--- config.mk ---
export PLATFORM = sky130hd
export DESIGN_NAME = wb_data_stage
export DESIGN_NICKNAME = d
export VERILOG_FILES = /design/src/rtl/wb_data_stage.sv
export SDC_FILE = /design/constraint.sdc
export NUM_CORES = 1
export LEC_CHECK = 0
export ABC_CLOCK_PERIOD_IN_PS = 1900
export CAP_MARGIN = 20
export CELL_PAD_IN_SITES_DETAIL_PLACEMENT = 0
export CELL_PAD_IN_SITES_GLOBAL_PLACEMENT = 2
export CORE_AREA = 3 3 153 170
export CTS_BUF_LIST = sky130_fd_sc_hd__clkbuf_8
export DETAILED_ROUTE_END_ITERATION = 16
export DIE_AREA = 0 0 156 173
export GPL_ROUTABILITY_DRIVEN = 0
export PLACE_DENSITY_LB_ADDON = 0.12
export SYNTH_ARGS = -nofsm -noshare
export SYNTH_HDL_FRONTEND = slang
export SYNTH_SLANG_ARGS = --single-unit
--- constraint.sdc ---
create_clock -name clk -period 1.9 [get_ports clk]
set_clock_uncertainty 0.1 [all_clocks]
set_input_delay 0.19 -clock clk [delete_from_list [all_inputs] [get_ports clk]]
set_output_delay 0.19 -clock clk [all_outputs]
set_load 0.03 [all_outputs]
--- src/rtl/wb_data_stage.sv ---
// Registered MIPS writeback stage: GRF write-data select, load extension, mult/div wait FSM.
// Optional misaligned-load detection (adel output) is enabled by defining WB_ALIGN_CHECK_EN.
module wb_data_stage #(
    parameter int DATA_W    = 32,
    parameter int REG_AW    = 5,
    parameter int PC_OFFSET = 8,
    parameter int CNT_W     = 16
) (
    input  logic              clk,
    input  logic              reset,
    input  logic              en,
    input  logic              flush,
    input  logic              m_valid,
    input  logic [2:0]        wd_sel,
    input  logic [2:0]        ld_type,
    input  logic [1:0]        addr_lo,
    input  logic [DATA_W-1:0] alu_out,
    input  logic [DATA_W-1:0] dm_out,
    input  logic [DATA_W-1:0] pc,
    input  logic [DATA_W-1:0] cp0_out,
    input  logic [DATA_W-1:0] md_out,
    input  logic              md_busy,
    input  logic              m_we,
    input  logic [REG_AW-1:0] m_waddr,
    output logic              stall_req,
    output logic              w_valid,
    output logic              w_we,
    output logic [REG_AW-1:0] w_waddr,
    output logic [DATA_W-1:0] w_wd,
    output logic [CNT_W-1:0]  md_wait_cnt
`ifdef WB_ALIGN_CHECK_EN
    ,
    output logic              adel
`endif
);

    localparam logic [2:0] SEL_ALU = 3'd0;
    localparam logic [2:0] SEL_DM  = 3'd1;
    localparam logic [2:0] SEL_PC  = 3'd2;
    localparam logic [2:0] SEL_CP0 = 3'd3;
    localparam logic [2:0] SEL_MD  = 3'd4;

    localparam logic [2:0] LD_LB  = 3'd1;
    localparam logic [2:0] LD_LBU = 3'd2;
    localparam logic [2:0] LD_LH  = 3'd3;
    localparam logic [2:0] LD_LHU = 3'd4;

    typedef enum logic {
        ST_IDLE,
        ST_WAIT
    } state_e;

    state_e              state_q, state_d;
    logic                w_valid_q, w_valid_d;
    logic                w_we_q, w_we_d;
    logic [REG_AW-1:0]   w_waddr_q, w_waddr_d;
    logic [DATA_W-1:0]   w_wd_q, w_wd_d;
    logic [CNT_W-1:0]    cnt_q, cnt_d;
    logic                adel_q, adel_d;

    logic [7:0]          ld_byte;
    logic [15:0]         ld_half;
    logic [DATA_W-1:0]   dm_ext;
    logic [DATA_W-1:0]   sel_data;
    logic                md_start;
    logic                misaligned;

    assign md_start = m_valid && (wd_sel == SEL_MD) && md_busy;

    always_comb begin
        ld_byte = dm_out[7:0];
        case (addr_lo)
            2'd0:    ld_byte = dm_out[7:0];
            2'd1:    ld_byte = dm_out[15:8];
            2'd2:    ld_byte = dm_out[23:16];
            default: ld_byte = dm_out[31:24];
        endcase
        ld_half = addr_lo[1] ? dm_out[31:16] : dm_out[15:0];

        case (ld_type)
            LD_LB:   dm_ext = {{(DATA_W-8){ld_byte[7]}}, ld_byte};
            LD_LBU:  dm_ext = {{(DATA_W-8){1'b0}}, ld_byte};
            LD_LH:   dm_ext = {{(DATA_W-16){ld_half[15]}}, ld_half};
            LD_LHU:  dm_ext = {{(DATA_W-16){1'b0}}, ld_half};
            default: dm_ext = dm_out;
        endcase

        // Bytes are always aligned; halves need bit 0 clear; everything else is a word.
        case (ld_type)
            LD_LB, LD_LBU: misaligned = 1'b0;
            LD_LH, LD_LHU: misaligned = addr_lo[0];
            default:       misaligned = (addr_lo != 2'd0);
        endcase
    end

    always_comb begin
        case (wd_sel)
            SEL_ALU: sel_data = alu_out;
            SEL_DM:  sel_data = dm_ext;
            SEL_PC:  sel_data = pc + DATA_W'(PC_OFFSET);
            SEL_CP0: sel_data = cp0_out;
            SEL_MD:  sel_data = md_out;
            default: sel_data = '0;
        endcase
    end

    always_comb begin
        state_d   = state_q;
        w_valid_d = w_valid_q;
        w_we_d    = w_we_q;
        w_waddr_d = w_waddr_q;
        w_wd_d    = w_wd_q;
        cnt_d     = cnt_q;
        adel_d    = adel_q;

        if (flush) begin
            w_valid_d = 1'b0;
            w_we_d    = 1'b0;
            adel_d    = 1'b0;
            state_d   = ST_IDLE;
        end else if (en) begin
            case (state_q)
                ST_IDLE: begin
                    adel_d = 1'b0;
                    if (md_start) begin
                        w_valid_d = 1'b0;
                        w_we_d    = 1'b0;
                        state_d   = ST_WAIT;
                    end else begin
                        w_valid_d = m_valid;
                        w_we_d    = m_valid && m_we;
                        w_waddr_d = m_waddr;
                        w_wd_d    = sel_data;
`ifdef WB_ALIGN_CHECK_EN
                        if (m_valid && (wd_sel == SEL_DM) && misaligned) begin
                            adel_d = 1'b1;
                            w_we_d = 1'b0;
                        end
`endif
                    end
                end
                default: begin
                    adel_d = 1'b0;
                    if (md_busy) begin
                        w_valid_d = 1'b0;
                        w_we_d    = 1'b0;
                        if (cnt_q != {CNT_W{1'b1}}) begin
                            cnt_d = cnt_q + CNT_W'(1);
                        end
                    end else begin
                        w_valid_d = 1'b1;
                        w_we_d    = m_we;
                        w_waddr_d = m_waddr;
                        w_wd_d    = md_out;
                        state_d   = ST_IDLE;
                    end
                end
            endcase
        end
    end

    always_ff @(posedge clk) begin
        if (reset) begin
            state_q   <= ST_IDLE;
            w_valid_q <= 1'b0;
            w_we_q    <= 1'b0;
            w_waddr_q <= '0;
            w_wd_q    <= '0;
            cnt_q     <= '0;
            adel_q    <= 1'b0;
        end else begin
            state_q   <= state_d;
            w_valid_q <= w_valid_d;
            w_we_q    <= w_we_d;
            w_waddr_q <= w_waddr_d;
            w_wd_q    <= w_wd_d;
            cnt_q     <= cnt_d;
            adel_q    <= adel_d;
        end
    end

    // Stall drops in the same cycle md_busy falls so upstream advances with the capture.
    assign stall_req = ((state_q == ST_WAIT) && md_busy) || ((state_q == ST_IDLE) && md_start);

    assign w_valid     = w_valid_q;
    assign w_we        = w_we_q;
    assign w_waddr     = w_waddr_q;
    assign w_wd        = w_wd_q;
    assign md_wait_cnt = cnt_q;
`ifdef WB_ALIGN_CHECK_EN
    assign adel        = adel_q;
`else
    logic unused_align;
    assign unused_align = adel_q ^ adel_d ^ misaligned;
`endif

endmodule

==> results.cfg, run 1 <==
[routing]
dr_total_vias = 6868
drtAntennaViolNets = 0
drc = 0
first_iter_violations = 337
wl_um = 27100
wl_met2_um = 13400
drt-met1-wl_um = 11500
dr.pass1.iters = 5
top_layer_used = met4
wl_per_cell_um = 20.2
wl_met3_um = 1690
viasPerCell = 5.11

[power]
power_uw = 3620
power_leakage_uw = 0.00362
power-per-cell-area_mw_per_mm2 = 373
peakVddDrop_mv = 0.273

[grt]
grt_max_degree = 26
grt_pass1_vias = 6913
grt_pass1_wl_um = 40400
antenna_found_initial = 0
grt_usage_pct = 19.2
grt_overflow = 0

[die]
initial_utilization_pct = 20.9
dieHeight_um = 173
fp-row-count = 60
die_w_um = 156
num_io_pins = 236
coreArea_sq_mm = 0.0244
fp.dieArea_sq_mm = 0.0270

[sta]
slew_violations = 0
rsz0062_at_grt = true
min_period_ns = 1.91
fmax_mhz = 522
relSlewSlack_pct = 59.0
worst_slack_ns = -0.0142
hold_viol = 0
setup_viol = 1
worst_pin_slew_ns = 0.615
min_period_over_period_pct = 101
tns_ns = -0.0142

[clocking]
cts_tree = built
cts_sinks = 56
cts-root-buf = clkbuf_8
postCtsHoldBufs = 0
clock_latency_ns = 0.34
cts_buffer_depth = 2
htree_num_levels = 2
clkSlewWorstSetupHoldPaths_ns = 0.12
numCtsBuffers = 5

[setup_path]
start_kind = input port
worstPathMaxFanout = 2
required_ns = 2.05
worstPathArrival_ns = 2.06
worstSetupEndpointType = flip-flop
worstSetupPathType = in2reg

[cells_and_area]
regArea_sq_mm = 0.00116
fin_util_pct = 39.8
finish.net_count = 1215
antenna_cells = 0
fin_area_sq_mm = 0.00970
multi_input_area_sq_mm = 0.00389
final_layout_size_suffix_gt1_share_pct = 29.8
area.growth.synth_to_final_pct = 90.3
fillers = 2490

[synthesis]
synth_top_family_by_area = compound AO/OA/AOI/OAI gates
synth_cell_types = 86
netlist_area_sq_mm = 0.00510
muxShareOfSynthArea_pct = 6.18
synthSimpleGateAreaFrac_pct = 25.7
yosysWarnings = 0
syn_avg_cell_area_sq_um = 7.94
synth_compound_area_share_pct = 34.4
ys.flop_type = dfxtp_1
syn_nets = 824
synthXorXnorAreaFrac_pct = 4.29
synthAdderAreaFrac_pct = 0.491
synth-edff-count = 0
async_flop_share_pct = 0
synth_cells = 642
seq_area_frac_synth_pct = 22.0
yosys_register_bits = 56

[place]
io_buffers = 235
post-place-ws_ns = -0.770
place_area_sq_mm = 0.00900
hpwlAfterDp_um = 21900

[hold_path]
hold_path_class = in2reg

[run_status]
status = complete, but fails checks
violations = negative setup slack

[run]
maxCapViolCount = 0
## metal layers
layer,global-route usage (%),vias to the layer above
li1,-,3327
met3,3.73,30
met5,0,-
met1,24.9,3273
met4,4.45,0
met2,32.6,238
## timing repair
action	4_1_cts	5_1_grt
endpoints found under the setup margin	34	36
cloned	3	0
gates resized for setup	70	53
pin swaps	29	25
buffers inserted	11	17
## flip-flops by register name (all words and copies together) (netlist names)
| name | cells |
|---|---|
| w_we | 1 |
| w_valid | 1 |
| state_q | 1 |
| md_wait_cnt | 16 |
| w_wd | 32 |
| w_waddr | 5 |
## synthesized netlist by cell type, types with 4 or more instances
cell type / number / share of area [%]
and4_1: 4 / 0.69
a21oi_1: 21 / 2.1
o21ai_1: 11 / 1.1
clkbuf_1: 21 / 1.5
a222oi_1: 7 / 1.4
xor2_1: 8 / 1.4
a311oi_1: 12 / 2.1
mux2_2: 5 / 1.1
a21boi_0: 5 / 0.74
nor2_1: 58 / 4.3
nand2_1: 52 / 3.8
buf_1: 6 / 0.44
nor3_2: 5 / 0.98
xnor2_1: 17 / 2.9
nand4_1: 27 / 3.3
o211ai_1: 5 / 0.74
nor2b_1: 4 / 0.49
nor4_2: 4 / 0.98
nor4_1: 10 / 1.2
o211a_1: 4 / 0.79
o21ai_0: 35 / 3.4
nand2b_1: 5 / 0.61
nor3_1: 12 / 1.2
o31a_1: 8 / 1.4
o21a_1: 4 / 0.59
clkbuf_8: 4 / 1.1
a2111oi_0: 10 / 1.7
o2bb2ai_1: 9 / 1.5
buf_2: 19 / 1.9
dfxtp_1: 56 / 22
a22oi_1: 32 / 4.7
nand3_1: 16 / 1.6
o221ai_1: 5 / 0.86
a211oi_1: 34 / 5.0
mux4_2: 7 / 3.1
mux2i_1: 9 / 1.8
and2_1: 7 / 0.86
inv_1: 7 / 0.52
## through the flow
| stage | hold WS [ns] | instances |
|---|---|---|
| after CTS | 0.177 | 1329 |
| after floorplan | 0.226 | 642 |
| final | 0.159 | 1344 |
| after global placement | 0.342 | 1308 |
| after global routing | 0.178 | 1344 |
| after detailed placement | 0.348 | 1308 |
## worst max-delay path, stage by stage
cell and delay [ns]:
clkdlybuf4s50_1 0.44, mux4_2 0.47, a222oi_1 0.50, buf_4 0.20
o311ai_1 0.12, o211a_1 0.13
## report_power, final
part / switching (uW) / internal, uW
logic: 756 / 882
clock network: 481 / 267
registers: 31.4 / 1200
## cell families (layout without fill, tap and decap cells)
group	after synthesis	in the layout
multiplexers	22	22
AO/OA/AOI/OAI	236	236
adder cells (fa/ha/maj)	2	2
AND/OR/NAND/NOR	235	235
XOR/XNOR	25	25
flip-flops	56	56
buffers and inverters	66	458
## path summary, 6_finish.rpt
path | slack (ns) | startpoint | depth (start not counted) | end
min | 0.16 | reset | 2 | w_valid
max | -0.01 | dm_out[4] | 6 | w_wd[4]
max reg2reg | 0.07 | md_wait_cnt[5] | 6 | md_wait_cnt[9]
min reg2reg | 0.36 | w_waddr[3] | 2 | w_waddr[3]
## area by class of cell
| type | count | area share, % |
|---|---|---|
| Sequential cell | 56 | 12.0 |
| Multi-Input combinational cell | 520 | 40.2 |
| Tap cell | 310 | 4.00 |
| Inverter | 9 | 0.374 |
| Timing Repair Buffer | 441 | 42.5 |
| Clock inverter | 3 | 0.232 |
| Clock buffer | 5 | 0.709 |
## cells in the final DEF, fill, tap and decap left out, drive strengths merged, types with 4 or more instances in the layout
cell / n
a2111oi: 13
a211oi: 34
a21boi: 6
a21oi: 22
a222oi: 7
a22oi: 32
a311oi: 13
and2: 7
and4: 4
buf: 209
clkbuf: 8
clkdlybuf4s15: 4
clkdlybuf4s50: 200
dfxtp: 56
dlygate4sd2: 11
dlymetal6s2s: 13
inv: 9
mux2: 6
mux2i: 9
mux4: 7
nand2: 52
nand2b: 5
nand3: 17
nand4: 28
nor2: 60
nor2b: 4
nor3: 17
nor3b: 6
nor4: 14
o211a: 4
o211ai: 5
o21a: 4
o21ai: 46
o221ai: 5
o2bb2ai: 9
o31a: 10
xnor2: 17
xor2: 8
Note: power is estimated with default switching activity, not from simulation.
==> inputs of run 2 (changes only) <==
Settings changed: CELL_PAD_IN_SITES_GLOBAL_PLACEMENT 2 to 1, CORE_AREA 3 3 153 170 to 3 3 136 151, DIE_AREA 0 0 156 173 to 0 0 139 154.
==> results.cfg, run 2 (same netlist as run 1, synthesis figures left out) <==
[die]
num_io_pins = 236
fp.dieArea_sq_mm = 0.0214
coreArea_sq_mm = 0.0191
dieHeight_um = 154
die_w_um = 139
fp-row-count = 53
initial_utilization_pct = 26.7

[sta]
setup_viol = 0
hold_viol = 0
worst_slack_ns = 0.0429
fmax_mhz = 538
worst_pin_slew_ns = 0.545
rsz0062_at_grt = true
slew_violations = 0
relSlewSlack_pct = 63.7
min_period_over_period_pct = 97.7
min_period_ns = 1.86

[grt]
grt_pass1_wl_um = 39600
antenna_found_initial = 0
grt_usage_pct = 23.2
grt_pass1_vias = 7001
grt_max_degree = 35
grt_overflow = 0

[place]
io_buffers = 235
hpwlAfterDp_um = 20700
post-place-ws_ns = -0.756

[clocking]
postCtsHoldBufs = 0
clock_latency_ns = 0.33
cts_sinks = 56
cts-root-buf = clkbuf_8
cts_buffer_depth = 2
cts_tree = built
htree_num_levels = 2
numCtsBuffers = 5
clkSlewWorstSetupHoldPaths_ns = 0.12

[setup_path]
worstPathMaxFanout = 7
worstSetupEndpointType = flip-flop
worstSetupPathType = reg2reg
start_kind = flip-flop
worst_r2r_startpoint = state_q
cpPeakStageDelay_ns = 0.38
critPathMostFrequentCell = buf_4
path_cells = buf_4 -> a21o_1 -> buf_4 -> buf_4 -> a22oi_1 -> o311ai_1 -> o211a_1
worstPathArrival_ns = 1.99
required_ns = 2.03
cpMaxStageDelayCell = dfxtp_2
crit_start = state_q

[power]
peakVddDrop_mv = 0.286
power_leakage_uw = 0.00359
power_uw = 3660
power-per-cell-area_mw_per_mm2 = 378

[cells_and_area]
finish.net_count = 1216
fin_util_pct = 50.6
antenna_cells = 0
final_layout_size_suffix_gt1_share_pct = 31.3
area.growth.synth_to_final_pct = 89.6
fillers = 1794
final_cell_mix = 208 x clkdlybuf4s50_1, 181 x buf_4, 57 x nor2_1
largest_register_ffs = 32
mostFrequentLayoutCell = clkdlybuf4s50_1

[hold_path]
hold_path_class = in2reg
worstHoldStart = reset

[routing]
wl_per_cell_um = 21.1
first_iter_violations = 583
drc = 0
dr.pass1.iters = 7
wl_um = 27000
drtAntennaViolNets = 0
viasPerCell = 5.50
dr_total_vias = 7048

[run]
maxCapViolCount = 0

[run_status]
status = finished clean
==> run 2: cell types whose count changed in the layout (fill, tap and decap cells not counted), sizes merged <==
| cell | before | now |
|---|---|---|
| buf | 209 | 205 |
| bufbuf | 1 | 0 |
| clkbuf | 8 | 9 |
| clkdlybuf4s15 | 4 | 3 |
| clkdlybuf4s50 | 200 | 208 |
| clkinvlp | 1 | 0 |
| dlygate4sd2 | 11 | 13 |
| dlymetal6s2s | 13 | 7 |
| inv | 9 | 10 |
| or3 | 3 | 4 |
| or4 | 2 | 3 |
==> run 2: cell type report <==
class	count	area, sq um	share of cell area [%]
flip-flops and latches	56	1160	12.0
multi-input cells	522	4040	41.7
repair buffers	440	4040	41.8
clock buffers	5	68.8	0.712
inverters	9	33.8	0.350
clock inverters	3	21.3	0.220
well taps	247	309	3.20
==> run 2: path summary, 6_finish.rpt <==
| path | cells past startpoint | end | slack (ns) |
|---|---|---|---|
| worst max-delay path | 7 | w_wd[1] | 0.04 |
| worst min register to register | 2 | w_waddr[0] | 0.36 |
| worst max register to register | 7 | w_wd[1] | 0.04 |
| worst min-delay path | 2 | md_wait_cnt[1] | 0.21 |
==> run 2: timing repair <==
action | in CTS | in global routing
cloned | 2 | 4
setup buffers | 5 | 20
endpoints found under the setup margin | 34 | 40
endpoints found under the hold margin | 0 | 0
resized for setup | 70 | 55
pin swaps | 16 | 16
==> run 2: worst max-delay path, delay by kind of cell (launching register included) <==
| kind | cells | cell delay [ns] |
|---|---|---|
| compound gates | 4 | 0.78 |
| buf+inv | 3 | 0.51 |
| flops | 1 | 0.38 |
==> run 2: metal layers <==
layer / wire [um] / track usage [%] / share of wire (%)
met5: 0 / 0 / 0
met4: 631 / 5.78 / 2.3
met3: 1880 / 3.51 / 6.9
met2: 13200 / 40.3 / 49
met1: 11300 / 30.1 / 42
==> run 2: metrics by stage <==
stage / std cells / cell area (sq um) / TNS, ns / hold slack (ns)
CTS: 1258 / 9290 / -0.0350 / 0.192
detailed placement: 1243 / 8910 / -18.15 / 0.347
finish: 1282 / 9670 / 0 / 0.214
global placement: 1243 / 8910 / -15.72 / 0.341
global route: 1282 / 9670 / -0.0535 / 0.236
floorplan: 642 / 5160 / -0.00826 / 0.226
==> run 2: report_power, final <==
group	internal [uW]	switching, uW	total, uW
clock	269	487	755
combinational	882	778	1660
sequential	1210	32.9	1240
total	2360	1300	3660
==> inputs of run 3 (changes only) <==
Settings changed: ABC_CLOCK_PERIOD_IN_PS 1900 to 1500, CORE_AREA 3 3 136 151 to 3 3 138 153, DIE_AREA 0 0 139 154 to 0 0 141 156, PLACE_DENSITY_LB_ADDON 0.12 to 0.1.
Clock period 1.9 ns to 1.5 ns, I/O delays scaled along.
==> results.cfg, run 3 (same netlist as run 1, synthesis figures left out) <==
[run_status]
status = complete, but fails checks
violations = negative setup slack

[power]
p_seq_share_pct = 32.1
power_frac_comb_pct = 46.5
power-per-cell-area_mw_per_mm2 = 458
switchingPower_uw = 1670
peakVddDrop_mv = 0.481
swShare_pct = 34.3
p_clk_share_pct = 21.4
power_uw = 4870
power_leakage_uw = 0.00422
intPower_uw = 3200

[routing]
drc = 0
first_iter_violations = 492
drtAntennaViolNets = 0
dr.pass1.iters = 5
viasPerCell = 5.45
dr_total_vias = 7173
wl_per_cell_um = 21.0
wl_um = 27600

[setup_path]
worstPathArrival_ns = 1.89
worstSetupPathType = reg2reg
cpMaxStageDelayCell = dfxtp_4
worstSetupEndpointType = flip-flop
worstPathMaxFanout = 4
critPathTopFamily = simple AND/OR/NAND/NOR gates
cpPeakStageDelay_ns = 0.36
path_buf_inv = 1
start_kind = flip-flop
required_ns = 1.62
path_cells = nand4_1 -> nor4_4 -> buf_4 -> a2111oi_4 -> nand3_1 -> mux2_4

[sta]
relSlewSlack_pct = 46.8
fmax_mhz = 566
tns_ns = -6.16
worst_slack_ns = -0.266
slew_violations = 0
min_period_ns = 1.77
rsz0062_at_grt = true
setup_viol = 47
worst_pin_slew_ns = 0.798
whs_ns = 0.199
hold_viol = 0
min_period_over_period_pct = 118

[cells_and_area]
fin_area_sq_mm = 0.0106
final_cell_mix = 182 x buf_4, 138 x clkdlybuf4s50_1, 55 x dlygate4sd2_1
stdcell_count = 1315
area.growth.synth_to_final_pct = 109
antenna_cells = 0
largest_register_ffs = 32
finish.net_count = 1244
mostFrequentLayoutCell = buf_4
final_layout_size_suffix_gt1_share_pct = 41.7

[grt]
grt_overflow = 0
grt_pass1_vias = 7145
grt_pass1_wl_um = 40300
grt_max_degree = 37
antenna_found_initial = 0
grt_usage_pct = 23.4

[die]
coreArea_sq_mm = 0.0198
fp-row-count = 54
fp.dieArea_sq_mm = 0.0220
dieHeight_um = 156
initial_utilization_pct = 25.8
num_io_pins = 236
die_w_um = 141

[place]
place_inst = 1248
io_buffers = 235
place_area_sq_mm = 0.00920
hpwlAfterDp_um = 20900

[clocking]
cts_sinks = 56
clock_latency_ns = 0.32
numCtsBuffers = 5
postCtsHoldBufs = 0
htree_num_levels = 2
clkSlewWorstSetupHoldPaths_ns = 0.11
cts_buffer_depth = 2
cts-root-buf = clkbuf_8
cts_tree = built

[hold_path]
hold_path_class = in2reg

[run]
maxCapViolCount = 0
-- run 3: worst register-to-register path, stage by stage (launching register included) --
cell,delay [ns]
dfxtp_4,0.36
nand4_1,0.20
nor4_4,0.06
buf_4,0.16
a2111oi_4,0.32
nand3_1,0.15
mux2_4,0.32
-- run 3: repair_timing --
item / 4_1_cts / 5_1_grt
resized for setup: 215 / 162
setup endpoints to repair: 109 / 58
buffers inserted: 29 / 27
gates cloned: 8 / 4
pin swaps: 63 / 70
-- run 3: path summary, 6_finish.rpt --
path	to	slack, ns	from	cells past startpoint
worst max register to register	md_wait_cnt[15]	-0.27	md_wait_cnt[9]	6
worst min-delay path	md_wait_cnt[14]	0.20	reset	3
worst max-delay path	md_wait_cnt[15]	-0.27	md_wait_cnt[9]	6
worst min register to register	w_waddr[3]	0.36	w_waddr[3]	2
-- run 3: cell type report --
class                   instances  area [sq um]
repair buffers                467          4420
clock buffers                   5          68.8
clock inverters                 3          38.8
multi-input cells             523          4580
flip-flops and latches         56          1180
inverters                       9          36.3
well taps                     252           315
fillers                      1796          9160
-- run 3: power by group through the flow --
stage | clock (uW) | sequential (uW) | combinational [uW]
floorplan | 0 | 1690 | 681
global placement | 0 | 1590 | 1930
detailed placement | 0 | 1590 | 1950
CTS | 1070 | 1560 | 2060
global route | 1120 | 1570 | 2390
finish | 1040 | 1560 | 2270
-- run 3: metrics by stage --
step           worst slack (ns)  util (%)
6_report                 -0.266      53.7
5_1_grt                  -0.335      53.7
4_1_cts                  -0.255      50.3
3_5_place_dp              -1.01      46.5
3_3_place_gp             -0.874      46.5
2_1_floorplan            -0.280         -
-- run 3: layer usage --
metal / GRT usage [%] / vias to the layer above / wire (um)
met5: 0 / - / 0
met2: 40.6 / 288 / 13700
li1: - / 3374 / -
met3: 3.03 / 44 / 1520
met4: 6.09 / 0 / 749
met1: 30.7 / 3467 / 11700
